### config.mk
export PLATFORM = sky130hd
export DESIGN_NAME = ifu_fetch_flat
export DESIGN_NICKNAME = d
export VERILOG_FILES = /design/src/rtl/ifu_fetch_if.sv /design/src/rtl/ifu_fetch.sv /design/src/flat_wrapper.sv
export SDC_FILE = /design/constraint.sdc
export NUM_CORES = 1
export LEC_CHECK = 0
export CAP_MARGIN = 40
export CORE_UTILIZATION = 45
export DETAILED_ROUTE_END_ITERATION = 8
export PLACE_DENSITY_LB_ADDON = 0.15
export RECOVER_POWER = 100
export SLEW_MARGIN = 25
export SYNTH_ARGS = -nofsm -noshare
export SYNTH_HDL_FRONTEND = slang
export SYNTH_SLANG_ARGS = --single-unit
### constraint.sdc
create_clock -name clk -period 5.3 [get_ports clk]
set_input_delay 1.06 -clock clk [delete_from_list [all_inputs] [get_ports clk]]
set_output_delay 1.06 -clock clk [all_outputs]
set_load 0.1 [all_outputs]
### src/rtl/ifu_fetch_if.sv
// Fetch-unit bus bundle: memory request/response channel plus the instruction
// channel towards execute. The fetch unit is the master on both.
interface ifu_fetch_if;
  logic        req_valid;
  logic        req_ready;
  logic [31:0] req_addr;
  logic        resp_valid;
  logic [31:0] resp_data;
  logic        resp_err;
  logic        inst_valid;
  logic        inst_ready;
  logic [31:0] inst;
  logic [31:0] inst_pc;
  logic [31:0] next_pc;
  logic        halt_req;

  modport master (
    output req_valid, req_addr,
    input  req_ready, resp_valid, resp_data, resp_err,
    output inst_valid, inst, inst_pc,
    input  inst_ready, next_pc, halt_req
  );

  modport slave (
    input  req_valid, req_addr,
    output req_ready, resp_valid, resp_data, resp_err,
    input  inst_valid, inst, inst_pc,
    output inst_ready, next_pc, halt_req
  );
endinterface

### src/rtl/ifu_fetch.sv
// Instruction fetch unit: owns the PC, issues one outstanding fetch at a time and
// hands {inst, inst_pc} to execute; sequencing comes solely from execute's next_pc.
module ifu_fetch #(
  parameter logic [31:0] RESET_PC = 32'h8000_0000,
  parameter int unsigned CNT_W    = 32
) (
  input  logic             clk,
  input  logic             rst,
  ifu_fetch_if.master      bus,
  output logic             halted,
  output logic             fault,
  output logic [CNT_W-1:0] retired
);

  typedef enum logic [2:0] {
    S_REQ,
    S_WAIT,
    S_HOLD,
    S_HALT,
    S_FAULT
  } state_t;

  state_t      state, state_nx;
  logic [31:0] pc;
  logic [31:0] inst_q;
  logic        fire;

  always_ff @(posedge clk or negedge rst) begin
    if (!rst) state <= S_REQ;
    else      state <= state_nx;
  end

  always_comb begin
    state_nx       = state;
    bus.req_valid  = 1'b0;
    bus.inst_valid = 1'b0;
    halted         = 1'b0;
    fault          = 1'b0;
    fire           = 1'b0;
    case (state)
      S_REQ: begin
        bus.req_valid = 1'b1;
        if (bus.req_ready) state_nx = S_WAIT;
      end
      S_WAIT: begin
        if (bus.resp_valid) state_nx = bus.resp_err ? S_FAULT : S_HOLD;
      end
      S_HOLD: begin
        bus.inst_valid = 1'b1;
        if (bus.inst_ready) begin
          fire = 1'b1;
          // ebreak wins over a misaligned target
          if (bus.halt_req)                 state_nx = S_HALT;
          else if (bus.next_pc[1:0] != 2'b00) state_nx = S_FAULT;
          else                              state_nx = S_REQ;
        end
      end
      S_HALT:  halted = 1'b1;
      S_FAULT: fault  = 1'b1;
      default: state_nx = S_FAULT;
    endcase
  end

  always_ff @(posedge clk or negedge rst) begin
    if (!rst) begin
      pc      <= RESET_PC;
      inst_q  <= '0;
      retired <= '0;
    end else begin
      if (state == S_WAIT && bus.resp_valid && !bus.resp_err)
        inst_q <= bus.resp_data;
      if (fire) begin
        retired <= retired + CNT_W'(1);
        pc      <= bus.next_pc;
      end
    end
  end

  // pc doubles as inst_pc, so a misaligned target stays visible in FAULT
  assign bus.req_addr = pc;
  assign bus.inst_pc  = pc;
  assign bus.inst     = inst_q;

endmodule
### src/flat_wrapper.sv
// flat-port wrapper written by rule: the top's interface ports become plain ports
module ifu_fetch_flat 
#(
  parameter logic [31:0] RESET_PC = 32'h8000_0000,
  parameter int unsigned CNT_W    = 32
)
  (clk, rst, halted, fault, retired, bus_req_valid, bus_req_addr, bus_req_ready, bus_resp_valid, bus_resp_data, bus_resp_err, bus_inst_valid, bus_inst, bus_inst_pc, bus_inst_ready, bus_next_pc, bus_halt_req);
  ifu_fetch_if bus_i ();
  input  logic clk;
  input  logic rst;
  output logic halted;
  output logic fault;
  output logic [CNT_W-1:0] retired;
  output wire logic [$bits(bus_i.req_valid)-1:0] bus_req_valid;
  output wire logic [$bits(bus_i.req_addr)-1:0] bus_req_addr;
  input wire logic [$bits(bus_i.req_ready)-1:0] bus_req_ready;
  input wire logic [$bits(bus_i.resp_valid)-1:0] bus_resp_valid;
  input wire logic [$bits(bus_i.resp_data)-1:0] bus_resp_data;
  input wire logic [$bits(bus_i.resp_err)-1:0] bus_resp_err;
  output wire logic [$bits(bus_i.inst_valid)-1:0] bus_inst_valid;
  output wire logic [$bits(bus_i.inst)-1:0] bus_inst;
  output wire logic [$bits(bus_i.inst_pc)-1:0] bus_inst_pc;
  input wire logic [$bits(bus_i.inst_ready)-1:0] bus_inst_ready;
  input wire logic [$bits(bus_i.next_pc)-1:0] bus_next_pc;
  input wire logic [$bits(bus_i.halt_req)-1:0] bus_halt_req;
  assign bus_req_valid = bus_i.req_valid;
  assign bus_req_addr = bus_i.req_addr;
  assign bus_i.req_ready = bus_req_ready;
  assign bus_i.resp_valid = bus_resp_valid;
  assign bus_i.resp_data = bus_resp_data;
  assign bus_i.resp_err = bus_resp_err;
  assign bus_inst_valid = bus_i.inst_valid;
  assign bus_inst = bus_i.inst;
  assign bus_inst_pc = bus_i.inst_pc;
  assign bus_i.inst_ready = bus_inst_ready;
  assign bus_i.next_pc = bus_next_pc;
  assign bus_i.halt_req = bus_halt_req;
  ifu_fetch #(.RESET_PC(RESET_PC), .CNT_W(CNT_W)) u_core (.clk(clk), .rst(rst), .bus(bus_i), .halted(halted), .fault(fault), .retired(retired));
endmodule
==> metrics.txt <==
commonest non-fill, non-tap cell in the layout clkdlybuf4s50_1; reg-to-reg startpoint u_core.state[1]$_DFFE_PN0P_; DRC errors left 0; worst vdd ir 181.2 uV; Async SR Flop Fraction 1.000; Synth Register Bits 99; Tightest Pin Transition 3.200 ns; FF-to-FF setup slack 1.55 ns; die height 100.7 um; vias per inst 5.504; share of cells above drive strength 1 0.1609; most frequent cells in the layout 172 x clkdlybuf4s50_1, 109 x clkbuf_1, 98 x dfrtp_1; failing checks max-capacitance violations, max-slew violations; first-pass GRT wire length 28750 um; placed cell count 751; post-layout instance count excluding filler cells 770; startpoint types input port; Yosys warnings 0; # port buffers 202; Worst setup EP type flip-flop; crit path to u_core.retired[19]$_DFFE_PN0P_; GRT Total Usage 0.3958; routed wire length 19130 um; Synth top area share 0.5592; setup slack after layout 0.9035 ns; CTS tree built; DRT Pass-1 Iters 7; CP Data Arrival Time 4.68 ns; Site Rows 35; R2R cell count 5; critical register-to-register path endpoint u_core.retired[19]$_DFFE_PN0P_; die footprint 0.01014 sq mm; Final Critical Period 4.396 ns; Inserted Clock Buffers 9; total leakage power 3.324 nW; Slew HR -1.133; hold_ws 0.5158 ns; CP Launch Point bus_inst_ready; Hold Path Class flip-flop to flip-flop; synth top area cells dfrtp_1 56%, mux2_2 16%, buf_4 5.6%; area of the multi-input gates 0.001513 sq mm; number of max-cap violations 3; max-slew violation count 77; number of global-route vias before repair 4696; count of flip-flops with a built-in enable after synthesis 0; ys flop type dfrtp_1; Max Freq 227.5 MHz; final core utilization 0.7948; initial antenna violation count 1; unrepaired setup endpoints after global routing no; CP Class input port to flip-flop; Post-CTS Setup Bufs 0; power density over cell area 182.3 mW/mm^2; Reg area 0.002479 sq mm; Detailed Route Iter0 Violations 237; sequential area share after synthesis 0.5652; largest area contributor in the netlist dfrtp_1; worst clock skew 0.01654 ns; DP Area 0.008474 sq mm; Fin. Hold Viols 0; Setup Viol. Count Final 0; fill count 477; Tcrit/Tclk final 0.8295; Mapped Nets 401; syn_area_per_cell 13.33 sq um; post-layout power 1.351 mW; HPWL Detailed 12190 um; CORE AREA 0.009328 sq mm; design area 0.007413 sq mm; Bufs on Longest Clock Path 2; largest net degree at the start of global routing 59; Root Buffer clkbuf_8; CTS H-tree lvls 3; ANT nets after route 0; initial core utilization 0.4702; status finished, violations left; Fin Setup TNS 0 ns; Final Wtd Congestion 0.7422; P&R area growth vs syn 69.04%; # hold bufs at CTS 0; cell area after synthesis 0.004385 sq mm; WP data required 5.58 ns; global route total overflow 0; WL/cell 24.84 um; Synth Instances 329; Die X-Extent 100.7 um; Cell variety after synth 38; pre-CTS WS 1.812 ns; clk_lat worst skew 0.37 ns; via count 4238; final layout net count 707; I/O pin count 203; CTS Sinks 99; Reg clk slew, reported paths 0.11 ns; Crit Path Max Fanout 9; post-CTS sizing 0
Yosys cell counts, types with 2 or more instances:
cell type,number
buf_4,33
nor4_4,4
nor2b_1,2
dfrtp_1,98
nand4_1,14
xnor2_1,22
and4_1,5
nand2_1,16
clkbuf_1,3
buf_2,8
xor2_1,9
nor2_1,5
mux2_2,64
o41ai_1,2
and2_1,3
nand3_1,9
nor3_1,5
a21oi_1,2
inv_1,4
nor4_1,3
worst max-delay path, stage by stage:
cell	delay, ns
dlygate4sd3_1	0.59
nor4bb_1	1.26
clkbuf_1	0.50
nand3_1	0.40
nor4_1	0.59
xor2_1	0.27
registers in the layout, indices dropped and copies added (netlist names):
register	cells
u_core.bus.inst	32
u_core.state	3
u_core.retired	32
u_core.bus.inst_pc	32
routing by layer:
layer / vias up / track usage / share of wire
met1: 2070 / 0.3939 / 0.31
li1: 1736 / - / -
met3: 105 / 0.08946 / 0.074
met5: - / 0 / 0
met4: 0 / 0.2230 / 0.066
met2: 327 / 0.7529 / 0.55
cell type report:
| cell class | instances | area share |
|---|---|---|
| well taps | 129 | 0.02177 |
| clock inverters | 5 | 0.008270 |
| flip-flops and latches | 99 | 0.3343 |
| clock buffers | 11 | 0.02042 |
| repair buffers | 339 | 0.4083 |
| inverters | 5 | 0.002532 |
| multi-input cells | 181 | 0.2041 |
| diodes | 1 | 0.0003376 |
power breakdown:
group          internal [mW]  switching [mW]
registers              0.755               0
logic                 0.0454          0.0276
clock network          0.246           0.277
total                   1.05           0.305
cell families (layout without fill, tap and decap cells):
kind of cell,after synthesis,in the layout,share of synthesized area
XOR/XNOR,31,31,0.06191
AO/OA/AOI/OAI,7,7,0.01170
multiplexers,64,64,0.1643
other,0,1,0
adder cells (fa/ha/maj),1,1,0.002853
flip-flops,99,99,0.5652
buffers and inverters,49,360,0.07247
AND/OR/NAND/NOR,78,78,0.1215
worst min path at each step:
stage	from	end	cells past startpoint	slack [ns]
after floorplan	u_core.state[2]$_DFFE_PN0P_	u_core.state[0]$_DFFE_PN0P_	2	0.63
after detailed placement	u_core.bus.inst[12]$_DFFE_PN0P_	u_core.bus.inst[12]$_DFFE_PN0P_	1	0.49
after CTS	u_core.bus.inst[31]$_DFFE_PN0P_	u_core.bus.inst[31]$_DFFE_PN0P_	1	0.52
final	u_core.bus.inst[31]$_DFFE_PN0P_	u_core.bus.inst[31]$_DFFE_PN0P_	1	0.52
after global placement	u_core.retired[31]$_DFFE_PN0P_	u_core.retired[31]$_DFFE_PN0P_	1	0.47
after global routing	u_core.retired[23]$_DFFE_PN0P_	u_core.retired[23]$_DFFE_PN0P_	1	0.54
No activity file was read; power rests on OpenSTA's default activity.
